File: config.mk
export PLATFORM = sky130hd
export DESIGN_NAME = l2_flush_walker_flat
export DESIGN_NICKNAME = d
export VERILOG_FILES = /design/src/rtl/l2_flush_walker_pkg.sv /design/src/rtl/l2_flush_walker_if.sv /design/src/rtl/l2_flush_walker_cursor.sv /design/src/rtl/l2_flush_walker.sv /design/src/flat_wrapper.sv
export SDC_FILE = /design/constraint.sdc
export NUM_CORES = 1
export LEC_CHECK = 0
export ABC_CLOCK_PERIOD_IN_PS = 1600
export BUFFER_PORTS_ARGS = -buffer_cell sky130_fd_sc_hd__buf_2
export CAP_MARGIN = 30
export CELL_PAD_IN_SITES_DETAIL_PLACEMENT = 1
export CELL_PAD_IN_SITES_GLOBAL_PLACEMENT = 2
export CORE_MARGIN = 2
export CORE_UTILIZATION = 25
export DETAILED_ROUTE_END_ITERATION = 7
export GPL_TIMING_DRIVEN = 1
export PLACE_DENSITY_LB_ADDON = 0.1
export SYNTH_ARGS = -nofsm -noshare
export SYNTH_HDL_FRONTEND = slang
export SYNTH_HIERARCHICAL = 1
export SYNTH_SLANG_ARGS = --single-unit
File: constraint.sdc
create_clock -name clk -period 1.6 [get_ports clk]
set_input_delay 0.08 -clock clk [delete_from_list [all_inputs] [get_ports clk]]
set_output_delay 0.08 -clock clk [all_outputs]
set_load 0.005 [all_outputs]
File: src/rtl/l2_flush_walker_pkg.sv
// Shared types and helpers for the L2 flush walker: FSM state encoding,
// address width and writeback address construction.
package l2_flush_pkg;

    localparam int unsigned AddrW      = 32;
    localparam int unsigned SIndexDef  = 3;
    localparam int unsigned SWayDef    = 1;
    localparam int unsigned SOffsetDef = 5;
    localparam int unsigned STagDef    = 24;

    typedef enum logic [2:0] {
        StIdle  = 3'd0,
        StScan  = 3'd1,
        StWb    = 3'd2,
        StClear = 3'd3,
        StDone  = 3'd4
    } l2_flush_state_t;

    // Line address {tag, index, offset=0}; tag and index arrive zero-extended.
    function automatic logic [AddrW-1:0] make_wb_addr(
        input logic [AddrW-1:0] tag,
        input logic [AddrW-1:0] index,
        input int unsigned      s_index,
        input int unsigned      s_offset
    );
        return (tag << (s_index + s_offset)) | (index << s_offset);
    endfunction

endpackage

File: src/rtl/l2_flush_walker_if.sv
// Array-port and writeback bundle between the flush walker (master) and the
// L2 tag/valid/dirty arrays plus memory-side writeback path (slave).
interface l2_flush_walker_if
    import l2_flush_pkg::*;
#(
    parameter int unsigned SIndex = SIndexDef,
    parameter int unsigned SWay   = SWayDef,
    parameter int unsigned STag   = STagDef
) ();

    localparam int unsigned Ways = 2 ** SWay;

    logic [SIndex-1:0]    arr_index;
    logic [Ways-1:0]      valid_rd;
    logic [Ways-1:0]      dirty_rd;
    logic [Ways*STag-1:0] tag_rd;
    logic [Ways-1:0]      dirty_load;
    logic [Ways-1:0]      valid_load;
    logic                 wb_valid;
    logic                 wb_ready;
    logic [AddrW-1:0]     wb_addr;
    logic [SWay-1:0]      wb_way;

    modport master (
        output arr_index,
        input  valid_rd,
        input  dirty_rd,
        input  tag_rd,
        output dirty_load,
        output valid_load,
        output wb_valid,
        input  wb_ready,
        output wb_addr,
        output wb_way
    );

    modport slave (
        input  arr_index,
        output valid_rd,
        output dirty_rd,
        output tag_rd,
        input  dirty_load,
        input  valid_load,
        input  wb_valid,
        output wb_ready,
        input  wb_addr,
        input  wb_way
    );

endinterface

File: src/rtl/l2_flush_walker_cursor.sv
// Set/way cursor for the flush walk: way increments first, index on way wrap.
module l2_flush_cursor #(
    parameter int unsigned SIndex = 3,
    parameter int unsigned SWay   = 1
) (
    input  logic              clk,
    input  logic              rst_n,
    input  logic              clear_i,
    input  logic              advance_i,
    output logic [SIndex-1:0] index_o,
    output logic [SWay-1:0]   way_o,
    output logic              last_o
);

    logic [SIndex-1:0] index_q, index_d;
    logic [SWay-1:0]   way_q, way_d;

    always_comb begin
        index_d = index_q;
        way_d   = way_q;
        if (clear_i) begin
            index_d = '0;
            way_d   = '0;
        end else if (advance_i) begin
            // Way wraps to zero naturally; carry into the index on wrap.
            way_d = way_q + SWay'(1);
            if (&way_q) begin
                index_d = index_q + SIndex'(1);
            end
        end
    end

    always_ff @(posedge clk or negedge rst_n) begin
        if (!rst_n) begin
            index_q <= '0;
            way_q   <= '0;
        end else begin
            index_q <= index_d;
            way_q   <= way_d;
        end
    end

    assign index_o = index_q;
    assign way_o   = way_q;
    assign last_o  = (&index_q) & (&way_q);

endmodule

File: src/rtl/l2_flush_walker.sv
// L2 flush engine: walks every set/way, writes back valid+dirty lines and
// clears their dirty bits. Define L2_FLUSH_INVAL_EN to also invalidate lines.
module l2_flush_walker
    import l2_flush_pkg::*;
#(
    parameter int unsigned SIndex  = SIndexDef,
    parameter int unsigned SWay    = SWayDef,
    parameter int unsigned SOffset = SOffsetDef,
    parameter int unsigned STag    = STagDef
) (
    input  logic                  clk,
    input  logic                  rst_n,
    input  logic                  flush_req,
    output logic                  busy,
    output logic                  done,
    l2_flush_walker_if.master     bus
);

    localparam int unsigned Ways = 2 ** SWay;

    l2_flush_state_t   state_q, state_d;
    logic [AddrW-1:0]  wb_addr_q, wb_addr_d;
    logic [SWay-1:0]   wb_way_q, wb_way_d;

    logic [SIndex-1:0] cur_index;
    logic [SWay-1:0]   cur_way;
    logic              cur_last;
    logic              cur_clear;
    logic              cur_advance;

    logic              hit;
    logic [STag-1:0]   cur_tag;
    logic [Ways-1:0]   way_oh;
    int unsigned       tag_lsb;

    l2_flush_cursor #(
        .SIndex (SIndex),
        .SWay   (SWay)
    ) u_cursor (
        .clk       (clk),
        .rst_n     (rst_n),
        .clear_i   (cur_clear),
        .advance_i (cur_advance),
        .index_o   (cur_index),
        .way_o     (cur_way),
        .last_o    (cur_last)
    );

    always_comb begin
        tag_lsb         = 32'(cur_way) * STag;
        cur_tag         = bus.tag_rd[tag_lsb +: STag];
        hit             = bus.valid_rd[cur_way] & bus.dirty_rd[cur_way];
        way_oh          = '0;
        way_oh[cur_way] = 1'b1;
    end

    always_comb begin
        state_d        = state_q;
        wb_addr_d      = wb_addr_q;
        wb_way_d       = wb_way_q;
        cur_clear      = 1'b0;
        cur_advance    = 1'b0;
        bus.dirty_load = '0;
        bus.valid_load = '0;
        bus.wb_valid   = 1'b0;
        done           = 1'b0;

        unique case (state_q)
            StIdle: begin
                cur_clear = 1'b1;
                if (flush_req) begin
                    state_d = StScan;
                end
            end
            StScan: begin
                if (hit) begin
                    // Capture the writeback now so it stays stable across the WB wait.
                    state_d   = StWb;
                    wb_addr_d = make_wb_addr(AddrW'(cur_tag), AddrW'(cur_index),
                                             SIndex, SOffset);
                    wb_way_d  = cur_way;
                end else begin
`ifdef L2_FLUSH_INVAL_EN
                    if (bus.valid_rd[cur_way]) begin
                        bus.valid_load = way_oh;
                    end
`endif
                    if (cur_last) begin
                        state_d = StDone;
                    end else begin
                        cur_advance = 1'b1;
                    end
                end
            end
            StWb: begin
                bus.wb_valid = 1'b1;
                if (bus.wb_ready) begin
                    state_d = StClear;
                end
            end
            StClear: begin
                bus.dirty_load = way_oh;
`ifdef L2_FLUSH_INVAL_EN
                bus.valid_load = way_oh;
`endif
                if (cur_last) begin
                    state_d = StDone;
                end else begin
                    cur_advance = 1'b1;
                    state_d     = StScan;
                end
            end
            StDone: begin
                done      = 1'b1;
                cur_clear = 1'b1;
                state_d   = StIdle;
            end
            default: begin
                state_d = StIdle;
            end
        endcase
    end

    always_ff @(posedge clk or negedge rst_n) begin
        if (!rst_n) begin
            state_q   <= StIdle;
            wb_addr_q <= '0;
            wb_way_q  <= '0;
        end else begin
            state_q   <= state_d;
            wb_addr_q <= wb_addr_d;
            wb_way_q  <= wb_way_d;
        end
    end

    assign busy          = (state_q != StIdle);
    assign bus.arr_index = cur_index;
    assign bus.wb_addr   = wb_addr_q;
    assign bus.wb_way    = wb_way_q;

endmodule
File: src/flat_wrapper.sv
// flat-port wrapper written by rule: the top's interface ports become plain ports
module l2_flush_walker_flat import l2_flush_pkg::*;
#(
    parameter int unsigned SIndex  = SIndexDef,
    parameter int unsigned SWay    = SWayDef,
    parameter int unsigned SOffset = SOffsetDef,
    parameter int unsigned STag    = STagDef
)
  (clk, rst_n, flush_req, busy, done, bus_arr_index, bus_valid_rd, bus_dirty_rd, bus_tag_rd, bus_dirty_load, bus_valid_load, bus_wb_valid, bus_wb_ready, bus_wb_addr, bus_wb_way);
  l2_flush_walker_if #(.SIndex(SIndex), .SWay(SWay), .STag(STag)) bus_i ();
  input  logic clk;
  input  logic rst_n;
  input  logic flush_req;
  output logic busy;
  output logic done;
  output wire logic [$bits(bus_i.arr_index)-1:0] bus_arr_index;
  input wire logic [$bits(bus_i.valid_rd)-1:0] bus_valid_rd;
  input wire logic [$bits(bus_i.dirty_rd)-1:0] bus_dirty_rd;
  input wire logic [$bits(bus_i.tag_rd)-1:0] bus_tag_rd;
  output wire logic [$bits(bus_i.dirty_load)-1:0] bus_dirty_load;
  output wire logic [$bits(bus_i.valid_load)-1:0] bus_valid_load;
  output wire logic [$bits(bus_i.wb_valid)-1:0] bus_wb_valid;
  input wire logic [$bits(bus_i.wb_ready)-1:0] bus_wb_ready;
  output wire logic [$bits(bus_i.wb_addr)-1:0] bus_wb_addr;
  output wire logic [$bits(bus_i.wb_way)-1:0] bus_wb_way;
  assign bus_arr_index = bus_i.arr_index;
  assign bus_i.valid_rd = bus_valid_rd;
  assign bus_i.dirty_rd = bus_dirty_rd;
  assign bus_i.tag_rd = bus_tag_rd;
  assign bus_dirty_load = bus_i.dirty_load;
  assign bus_valid_load = bus_i.valid_load;
  assign bus_wb_valid = bus_i.wb_valid;
  assign bus_i.wb_ready = bus_wb_ready;
  assign bus_wb_addr = bus_i.wb_addr;
  assign bus_wb_way = bus_i.wb_way;
  l2_flush_walker #(.SIndex(SIndex), .SWay(SWay), .SOffset(SOffset), .STag(STag)) u_core (.clk(clk), .rst_n(rst_n), .flush_req(flush_req), .busy(busy), .done(done), .bus(bus_i));
endmodule
==> flow_summary.json <==
{
  "critPathLaunchType": "flop",
  "fin_util": 0.355,
  "wl_per_cell_um": 14.2,
  "worst_ep_required_time_ns": 1.76,
  "ys_seq_area_frac": 0.470,
  "start_util": 0.257,
  "slowest_delay_ns": 0.39,
  "clkTransAtPathRegs_ns": 0.07,
  "crit_fanout": 10,
  "synth_area_leaders": "dfrtp_1, mux2_2, mux2_4",
  "syn_inst": 136,
  "arrival_ns": 1.69,
  "critPathTopFamily": "flip-flops",
  "port_buffers": 91,
  "drc": 0,
  "gp_congestion": 0.738,
  "path_cells": "nand4b_1, a21oi_4, buf_6, mux2_2",
  "row_count": 31,
  "fp.dieW_um": 90.4,
  "ioPinCount": 99,
  "max_cap_violations": 0,
  "yosysMostFrequentCell": "mux2_2",
  "antenna_left": 0,
  "insertion_delay_ns": 0.28,
  "gr-total-overflow": 0,
  "yosysTopAreaCell": "dfrtp_1",
  "ir_drop_mv": 0.493,
  "n_fill_cell": 829,
  "routed_wl_um": 4820,
  "antenna_found_initial": 0,
  "skew_ns": 0.00396,
  "drive_gt1_frac": 0.704,
  "num_antenna_cells": 0,
  "ys.flop_type": "dfrtp_1",
  "rsz0062_at_grt": "yes",
  "nNetsFinal": 298,
  "grt_pass1_vias": 1589,
  "grt_max_degree": 20,
  "htree_levels": 2,
  "drv_slew": 0,
  "ys_top_cells_by_count": "mux2_2, dfrtp_1, buf_4, mux2_4, nor2_1",
  "area_growth_pct": 38.0,
  "cts-root-buf": "clkbuf_8",
  "route.vias.total": 1404,
  "status": "finished, final reports clean",
  "cts_tree": "done",
  "drt-initial-drc-count": 26,
  "synthArstFlopShare": 1.00,
  "die_y_um": 90.4,
  "hpwl_um": 3940,
  "via_per_inst": 4.14,
  "p_leak_nw": 1.28,
  "min_period_ns": 1.52,
  "synth_top_area_frac": 0.470,
  "synth-edff-count": 0,
  "yosys_warnings": 6,
  "period_share": 0.953,
  "crit_type": "flop to flop",
  "cts_sinks": 35,
  "fmax_ghz": 0.656,
  "syn_area_sq_um": 1860,
  "power_density_nw_per_um2": 1660,
  "grt_pass1_wl_um": 8020,
  "setup.worst_path.end_class": "flop",
  "cts_buffers": 5,
  "cts_buffer_depth": 2,
  "grt_usage": 0.124,
  "synth.distinct_cells": 32,
  "setup-tns-final_ns": 0,
  "finalHoldViolations": 0,
  "core_region_area_sq_um": 7250,
  "hp-class": "input port to flop",
  "crit_buf_inv": 1,
  "dr.pass1.iters": 2,
  "slowest_stage": "dfrtp_1",
  "synth_area_per_cell_sq_um": 13.7,
  "finalSetupViolCount": 0,
  "ys_ff_latch": 35,
  "dieArea_sq_um": 8160
}
==> placed cells by master, fill, tap and decap left out <==
| cell | Yosys | final |
|---|---|---|
| or2_2 | 1 | 1 |
| o32ai_1 | 1 | 1 |
| nor2_1 | 5 | 3 |
| a21oi_1 | 3 | 3 |
| inv_1 | 1 | 1 |
| or3_1 | 1 | 1 |
| nor3b_1 | 1 | 1 |
| nand3b_1 | 1 | 1 |
| buf_2 | 2 | 91 |
| nor2b_1 | 1 | 1 |
| and2_2 | 1 | 1 |
| nand3_1 | 3 | 3 |
| ha_1 | 2 | 2 |
| buf_6 | 3 | 4 |
| nand2b_1 | 1 | 1 |
| a21bo_1 | 3 | 3 |
| buf_4 | 8 | 10 |
| and3_1 | 1 | 1 |
| nand2_1 | 1 | 1 |
| clkinv_2 | 0 | 1 |
| nand4bb_4 | 1 | 1 |
| dlygate4sd3_1 | 0 | 1 |
| a21oi_4 | 0 | 1 |
| clkbuf_8 | 0 | 6 |
| xnor2_1 | 1 | 1 |
| nor2_2 | 0 | 2 |
| and2_1 | 1 | 1 |
| mux2_4 | 8 | 9 |
| mux2_2 | 43 | 42 |
| nand4b_1 | 1 | 1 |
| conb_1 | 1 | 7 |
| mux2i_1 | 1 | 1 |
| dfrtp_1 | 35 | 35 |
| o22a_1 | 1 | 1 |
==> registers in the layout (all words and copies together), names as in the netlist <==
register and cells:
u_core/bus.wb_way 1, u_core/bus.wb_addr 27, u_core/state_q 3, u_core/u_cursor/way_o 1
u_core/u_cursor/index_o 3
==> worst reg2reg max path, cell delays in order, from the launching register on <==
cell and delay, ns:
dfrtp_1 0.39, nand4b_1 0.26, a21oi_4 0.24, buf_6 0.18, mux2_2 0.34
==> cell type report <==
cell class,count,area [sq um],area share
repair buffers,106,586,0.228
inverters,1,3.75,0.00146
well taps,99,124,0.0482
clock inverters,1,5.00,0.00195
flip-flops and latches,35,876,0.340
multi-input cells,91,896,0.348
clock buffers,6,82.6,0.0321
==> what timing repair did <==
item                                    4_1_cts  5_1_grt
endpoints found under the setup margin        0       31
endpoints found under the hold margin        18        0
resized for setup                             0        7
setup buffers                                 0        2
hold buffers                                  1        0
==> logic make-up after synthesis <==
family | after synthesis | share of synthesized area
buffers and inverters | 16 | 0.0705
adders and majority gates | 2 | 0.0134
xor gates and xnor gates | 1 | 0.00470
and+or+nand+nor | 20 | 0.0718
DFF | 35 | 0.470
muxes | 52 | 0.330
AOI/OAI and AO/OA | 9 | 0.0383
other | 1 | 0.00201
==> per-stage QoR <==
step / total power, mW / cell area, sq um / hold slack [ns] / cells / setup slack [ns]
finish: 4.28 / 2570 / 0.152 / 339 / 0.0754
global route: 4.62 / 2570 / 0.141 / 339 / -0.0144
CTS: 4.30 / 2530 / 0.141 / 337 / 0.0216
detailed placement: 3.63 / 2440 / 0.0516 / 329 / 0.0364
global placement: 3.56 / 2440 / 0.0393 / 329 / 0.0849
floorplan: 2.83 / 1890 / -0.216 / 142 / 0.0215
==> worst paths after layout <==
path                            depth (start not counted)               from  slack [ns]                     end
min in group asynchronous                               2              rst_n        0.27   u_core/bus.wb_addr[8]
worst max-delay path                                    4  u_core/state_q[1]        0.08  u_core/bus.wb_addr[25]
worst min-delay path                                    3      bus_tag_rd[7]        0.15  u_core/bus.wb_addr[15]
max in group asynchronous                               3              rst_n        0.74  u_core/bus.wb_addr[29]
worst min register to register                          1  u_core/bus.wb_way        0.50       u_core/bus.wb_way
worst max register to register                          4  u_core/state_q[1]        0.08  u_core/bus.wb_addr[25]
==> metal layers <==
layer	wire [um]	global-route usage
met1	1980	0.146
met2	2530	0.216
met3	286	0.0384
met4	23	0.0385
met5	0	0
==> power by group <==
group / leakage [nW] / internal, mW / switching [mW]
logic: 0.802 / 1.27 / 0.850
registers: 0.429 / 1.30 / 0.226
clock network: 0.0470 / 0.338 / 0.300
Note: power is estimated with default switching activity, not from simulation.
